$ cat src/rtl/axi_pmu_pkg.sv
// Shared types and constants for the AXI PMU counter bank and its controller.
// Counter ordering: read-channel counters first, then write-channel counters.
package axi_pmu_pkg;

    localparam int PMU_NUM_RD_CNT = 7;
    localparam int PMU_NUM_WR_CNT = 11;
    localparam int PMU_NUM_CNT    = PMU_NUM_RD_CNT + PMU_NUM_WR_CNT;
    localparam int PMU_CNT_W      = 64;
    localparam int PMU_OUT_W      = 32;
    localparam int PMU_WIN_W      = 32;

    localparam int PMU_RD_BASE    = 0;
    localparam int PMU_WR_BASE    = PMU_RD_BASE + PMU_NUM_RD_CNT;

    typedef enum logic [2:0] {
        OP_NOP      = 3'd0,
        OP_CLEAR    = 3'd1,
        OP_START    = 3'd2,
        OP_STOP     = 3'd3,
        OP_WINDOW   = 3'd4,
        OP_SNAPSHOT = 3'd5,
        OP_DUMP     = 3'd6,
        OP_RSVD     = 3'd7
    } pmu_op_e;

    typedef enum logic [1:0] {
        ST_IDLE   = 2'd0,
        ST_RUN    = 2'd1,
        ST_WINDOW = 2'd2,
        ST_DUMP   = 2'd3
    } pmu_ctrl_state_e;

    function automatic logic pmu_counting(input pmu_ctrl_state_e s);
        return (s == ST_RUN) || (s == ST_WINDOW);
    endfunction

endpackage

$ cat src/rtl/pmu_dump_serializer.sv
// Shadow copy of the counter vector, streamed out as OUT_W-bit words
// (counter 0 first, low word first) over a valid/ready port.
module pmu_dump_serializer
    import axi_pmu_pkg::*;
#(
    parameter int NUM_CNT = PMU_NUM_CNT,
    parameter int CNT_W   = PMU_CNT_W,
    parameter int OUT_W   = PMU_OUT_W
) (
    input  logic                     aclk,
    input  logic                     aresetn,
    input  logic [NUM_CNT*CNT_W-1:0] i_cnt,
    input  logic                     i_cap,
    input  logic                     i_start,
    output logic                     o_done,
    output logic                     o_valid,
    input  logic                     i_ready,
    output logic [OUT_W-1:0]         o_data,
    output logic                     o_last
);

    localparam int TOT_W  = NUM_CNT * CNT_W;
    localparam int NWORDS = TOT_W / OUT_W;
    localparam int IDX_W  = (NWORDS > 1) ? $clog2(NWORDS) : 1;
    localparam logic [IDX_W-1:0] LAST_IDX = IDX_W'(NWORDS - 1);

    logic [TOT_W-1:0] r_shadow;
    logic [IDX_W-1:0] r_idx;
    logic             r_valid;
    logic             r_last;
    logic [OUT_W-1:0] r_data;

    logic             w_hs;
    logic [IDX_W-1:0] w_idx_nxt;
    logic [OUT_W-1:0] w_word_nxt;

    assign w_hs       = r_valid && i_ready;
    assign w_idx_nxt  = r_idx + IDX_W'(1);
    assign w_word_nxt = r_shadow[int'(w_idx_nxt)*OUT_W +: OUT_W];

    always_ff @(posedge aclk or negedge aresetn) begin
        if (!aresetn) begin
            r_shadow <= '0;
            r_idx    <= '0;
            r_valid  <= 1'b0;
            r_last   <= 1'b0;
            r_data   <= '0;
        end else begin
            if (i_start || i_cap)
                r_shadow <= i_cnt;
            // word 0 comes straight from the live vector on the capture edge
            if (i_start) begin
                r_idx   <= '0;
                r_valid <= 1'b1;
                r_data  <= i_cnt[OUT_W-1:0];
                r_last  <= (NWORDS == 1);
            end else if (w_hs) begin
                if (r_idx == LAST_IDX) begin
                    r_idx   <= '0;
                    r_valid <= 1'b0;
                    r_last  <= 1'b0;
                end else begin
                    r_idx  <= w_idx_nxt;
                    r_data <= w_word_nxt;
                    r_last <= (w_idx_nxt == LAST_IDX);
                end
            end
        end
    end

    assign o_done  = w_hs && r_last;
    assign o_valid = r_valid;
    assign o_data  = r_data;
    assign o_last  = r_last;

endmodule

$ cat src/rtl/axi_pmu_ctrl.sv
// Measurement controller for the AXI PMU counter bank: run/window control,
// clear pulses, snapshots and the shadow dump stream.
module axi_pmu_ctrl
    import axi_pmu_pkg::*;
#(
    parameter int NUM_CNT = PMU_NUM_CNT,
    parameter int CNT_W   = PMU_CNT_W,
    parameter int OUT_W   = PMU_OUT_W,
    parameter int WIN_W   = PMU_WIN_W
) (
    input  logic                     aclk,
    input  logic                     aresetn,
    input  logic                     cmd_valid,
    output logic                     cmd_ready,
    input  logic [2:0]               cmd_op,
    input  logic [WIN_W-1:0]         cmd_arg,
    output logic                     pmu_en,
    output logic                     pmu_clr,
    input  logic [NUM_CNT*CNT_W-1:0] cnt_in,
    output logic                     dump_valid,
    input  logic                     dump_ready,
    output logic [OUT_W-1:0]         dump_data,
    output logic                     dump_last,
    output logic                     busy,
    output logic                     window_done
);

    pmu_ctrl_state_e r_state, w_nxt;
    logic [WIN_W-1:0] r_rem, w_rem_nxt;
    logic             r_pmu_en, r_pmu_clr, r_busy, r_win_done, r_exp_snap;

    logic    w_acc, w_clr, w_snap, w_start, w_wdone, w_expire, w_ser_done;
    pmu_op_e w_op;

    assign cmd_ready = aresetn && (r_state != ST_DUMP);
    assign w_acc     = cmd_valid && cmd_ready;
    assign w_op      = pmu_op_e'(cmd_op);

    always_comb begin
        w_nxt     = r_state;
        w_rem_nxt = r_rem;
        w_clr     = 1'b0;
        w_snap    = 1'b0;
        w_start   = 1'b0;
        w_wdone   = 1'b0;
        w_expire  = 1'b0;
        unique case (r_state)
            ST_IDLE: begin
                if (w_acc) begin
                    case (w_op)
                        OP_START:    w_nxt = ST_RUN;
                        OP_CLEAR:    w_clr = 1'b1;
                        OP_SNAPSHOT: w_snap = 1'b1;
                        OP_DUMP: begin
                            w_nxt   = ST_DUMP;
                            w_start = 1'b1;
                        end
                        OP_WINDOW: begin
                            if (cmd_arg != '0) begin
                                w_nxt     = ST_WINDOW;
                                w_rem_nxt = cmd_arg;
                            end else begin
                                w_wdone = 1'b1;
                            end
                        end
                        default: ;
                    endcase
                end
            end
            ST_RUN: begin
                if (w_acc) begin
                    case (w_op)
                        OP_STOP:     w_nxt = ST_IDLE;
                        OP_CLEAR:    w_clr = 1'b1;
                        OP_SNAPSHOT: w_snap = 1'b1;
                        default: ;
                    endcase
                end
            end
            ST_WINDOW: begin
                w_rem_nxt = r_rem - WIN_W'(1);
                // expiry wins over a coincident STOP
                if (r_rem == WIN_W'(1)) begin
                    w_nxt    = ST_IDLE;
                    w_wdone  = 1'b1;
                    w_expire = 1'b1;
                end else if (w_acc && w_op == OP_STOP) begin
                    w_nxt     = ST_IDLE;
                    w_rem_nxt = '0;
                end
                if (w_acc && w_op == OP_CLEAR)
                    w_clr = 1'b1;
                if (w_acc && w_op == OP_SNAPSHOT)
                    w_snap = 1'b1;
            end
            ST_DUMP: begin
                if (w_ser_done)
                    w_nxt = ST_IDLE;
            end
            default: w_nxt = ST_IDLE;
        endcase
    end

    always_ff @(posedge aclk or negedge aresetn) begin
        if (!aresetn) begin
            r_state    <= ST_IDLE;
            r_rem      <= '0;
            r_pmu_en   <= 1'b0;
            r_pmu_clr  <= 1'b0;
            r_busy     <= 1'b0;
            r_win_done <= 1'b0;
            r_exp_snap <= 1'b0;
        end else begin
            r_state    <= w_nxt;
            r_rem      <= w_rem_nxt;
            r_pmu_en   <= pmu_counting(w_nxt);
            r_pmu_clr  <= w_clr;
            r_busy     <= (w_nxt != ST_IDLE);
            r_win_done <= w_wdone;
            r_exp_snap <= w_expire;
        end
    end

    // the post-expiry capture sees the bank's final increment
    pmu_dump_serializer #(
        .NUM_CNT (NUM_CNT),
        .CNT_W   (CNT_W),
        .OUT_W   (OUT_W)
    ) u_ser (
        .aclk    (aclk),
        .aresetn (aresetn),
        .i_cnt   (cnt_in),
        .i_cap   (w_snap || r_exp_snap),
        .i_start (w_start),
        .o_done  (w_ser_done),
        .o_valid (dump_valid),
        .i_ready (dump_ready),
        .o_data  (dump_data),
        .o_last  (dump_last)
    );

    assign pmu_en      = r_pmu_en;
    assign pmu_clr     = r_pmu_clr;
    assign busy        = r_busy;
    assign window_done = r_win_done;

endmodule

$ cat config.mk
export PLATFORM = sky130hd
export DESIGN_NAME = axi_pmu_ctrl
export DESIGN_NICKNAME = d
export VERILOG_FILES = /design/src/rtl/axi_pmu_pkg.sv /design/src/rtl/pmu_dump_serializer.sv /design/src/rtl/axi_pmu_ctrl.sv
export SDC_FILE = /design/constraint.sdc
export NUM_CORES = 2
export LEC_CHECK = 0
export CAP_MARGIN = 20
export CORE_AREA = 10 10 474 476
export DETAILED_ROUTE_END_ITERATION = 8
export DIE_AREA = 0 0 484 486
export PLACE_DENSITY = 0.58
export SLEW_MARGIN = 20
export SYNTH_ARGS = -nofsm -noshare
export SYNTH_HDL_FRONTEND = slang
export SYNTH_SLANG_ARGS = --single-unit
$ cat constraint.sdc
create_clock -name aclk -period 7.5 [get_ports aclk]
set_input_delay 1.5 -clock aclk [delete_from_list [all_inputs] [get_ports aclk]]
set_output_delay 1.5 -clock aclk [all_outputs]
set_load 0.02 [all_outputs]
==> metrics <==
CORE AREA=0.2157 mm²; RR Endpoint=u_ser.o_data[29]$_DFFE_PN0P_; total power=32.68 mW; CP max FO=55; RePlAce Congestion=0.9062; Total Wirelength=261300 µm; Setup crit start=u_ser.r_idx[0]$_DFFE_PN0P_; hold buffers post-CTS=0; fin cells=7896; reg2reg setup slack=2790 ps; CP required=8170 ps; Crit Path Class=flip-flop to flip-flop; num ports=1230; Yosys cell types=55; HPWL Detailed=208900 µm; largest area contributor in the netlist=dfrtp_1; cell area after synthesis=0.05568 mm²; via-per-instance ratio=4.861; die width=484 µm; Worst Setup Start Kind=flip-flop; antenna violation net count after detailed routing=0; fin crit period=4714 ps; initial antenna violation count=147; Placed Area=0.07140 mm²; Final Max Slew Viols=0; Final setup viols=0; number of buffers added for setup after CTS=0; Setup Skew=36.32 ps; kind of end point of the critical path=flip-flop; Ys Warns=0; total negative slack=0 ps; pre-CTS setup slack=2475 ps; Synth Area per Inst=15.09 µm²; H-tree levels=4; Seq/Total Area, Yosys=55.32%; design area=0.07656 mm²; pin count of the biggest net entering global routing=169; gr ovfl total=0; Post-synth EDFFs=0; Lkg Pwr=31.18 nW; period utilization=62.85%; Final Hold Fails=0; GRT Total Usage=21.53%; clock sink count=1231; starting density of the core=25.82%; CP arrival=5390 ps; outcome=finished, final reports clean; Site Rows=171; R2R depth=8; first-pass GRT wire length=352200 µm; Root Driver=clkbuf_16; max cap viols=0; Cell Pwr Density=426.8 mW/mm²; Synthesized Nets=4887; initial DRC count=2716; cts repair resizes=0; drt wl/cell=33.09 µm; Rel. slew slack=20.99%; post-synthesis cell count=3691; Synth async-reset ratio=100.0%; layout cell share with drive strength beyond 1=35.39%; FF+latch count, synth=1231; RSZ-0062 raised after global routing=false; fmax=212.2 MHz; die height=486 µm; NumNets Final=6070; Worst-Margin Slew=1185 ps; Post-route DRC=0; ys flop type=dfrtp_1; final setup margin=2786 ps; clock buffer depth=3; DRT Pass-1 Iters=7; CTS tree=done; Vias=38380; most frequent cells after synthesis=dfrtp_1, mux2_2, mux4_2, nor2_1, clkbuf_1; R2R Path Start=u_ser.r_idx[0]$_DFFE_PN0P_; Port Buffers=1229; synth top area cells=dfrtp_1, mux2_2, mux4_2, nor2_1, clkbuf_1; Critical Path End=u_ser.o_data[29]$_DFFE_PN0P_; vias in the first global route=41210; Peak VDD IR=0.2294 mV; Skew-Pair Late Insertion Delay=810 ps; dpl cells=7577; Worst-path clk slew=70 ps; CTS buffer count=149; HP Class=flip-flop to flip-flop; DIE AREA=0.2352 mm²; Layout Area Growth over Synthesis=37.49%; Synth top area share=55.32%; most frequent cell after synthesis=dfrtp_1
[layout make-up]
cell class                 instances  area (µm²)
antenna                           57       142.6
timing repair buffer            1300       13050
inverter                           8       30.03
clock buffer                     220        4410
sequential                      1231       30810
clock inverter                    42       603.1
multi-input combinational       2184       23940
tap                             2854        3571
fill                           20890      139100
[how the worst min path moves through the flow]
stage	from	endpoint	slack, ps	cells past startpoint
3_3_place_gp	u_ser.r_shadow[533]$_DFFE_PN0P_	u_ser.r_shadow[533]$_DFFE_PN0P_	480	1
6_report	u_ser.r_shadow[1086]$_DFFE_PN0P_	u_ser.r_shadow[1086]$_DFFE_PN0P_	500	1
4_1_cts	u_ser.r_shadow[959]$_DFFE_PN0P_	u_ser.r_shadow[959]$_DFFE_PN0P_	500	1
2_1_floorplan	u_ser.r_shadow[1056]$_DFFE_PN0P_	u_ser.r_shadow[1056]$_DFFE_PN0P_	470	1
5_1_grt	u_ser.r_shadow[294]$_DFFE_PN0P_	u_ser.r_shadow[294]$_DFFE_PN0P_	510	1
3_5_place_dp	u_ser.r_shadow[559]$_DFFE_PN0P_	u_ser.r_shadow[559]$_DFFE_PN0P_	490	1
[metrics by stage]
step           utilization (%)  hold WS, ps
5_1_grt                  35.46        507.5
4_1_cts                  35.43        500.1
2_1_floorplan                -        473.9
6_report                 35.50        497.8
3_5_place_dp             33.11        487.3
3_3_place_gp             33.11        481.7
[placed cells by master (no fill, tap or decap), types with 5 or more instances in the layout]
master and instances:
dfrtp_1 1230, clkdlybuf4s50_1 1228, mux2_2 1153, mux4_2 288, nor2_1 226, clkbuf_16 153
nand2_1 93, o22ai_1 80, diode_2 57, buf_4 54, nand3_1 42, a221o_1 36
clkbuf_1 34, clkbuf_8 33, o2111ai_1 32, o22a_1 32, nor3_1 23, mux2i_1 23
nor4_1 17, buf_12 17, clkinv_2 14, a21oi_1 11, bufinv_16 11, or3_1 10
xnor2_1 10, and2_1 9, inv_1 8, o21ai_0 8, xor2_1 8, nand2b_1 6
o41ai_1 6, and3_1 5, nand4_1 5, a21o_1 5
[flip-flops by register name (all words and copies together), names as in the netlist, 2 cells and up]
signal / cells
u_ser.r_shadow: 1152
r_rem: 32
u_ser.o_data: 32
u_ser.r_idx: 6
r_state: 2
[where the power goes]
part           total, mW  switching (mW)  internal (mW)
logic               13.5            7.03           6.45
clock network       7.48            3.03           4.45
registers           11.7            1.99           9.72
[routing by layer]
metal	vias to the layer above	track usage, %	wire length (µm)
li1	16250	-	-
met1	20060	24.23	97410
met2	1538	37.72	131500
met3	422	8.009	22700
met4	116	6.859	8873
met5	-	0	770
[cell families after synthesis]
logic type	after synthesis	share of synthesized area, %
adders and majority gates	5	0.1123
xor gates and xnor gates	20	0.3146
and+or+nand+nor	457	3.586
AOI/OAI and AO/OA	238	3.312
DFF	1231	55.32
muxes	1464	35.38
buffers and inverters	276	1.975
[worst max-delay path, cell delays in order, from the launching register on]
cell and delay, ps:
dfrtp_4 710, buf_4 720, buf_12 450, mux4_2 560, nor2_1 560, nor2_1 110, o22ai_1 920, nor2_1 120
o22a_1 200
Note: power is estimated with default switching activity, not from simulation.
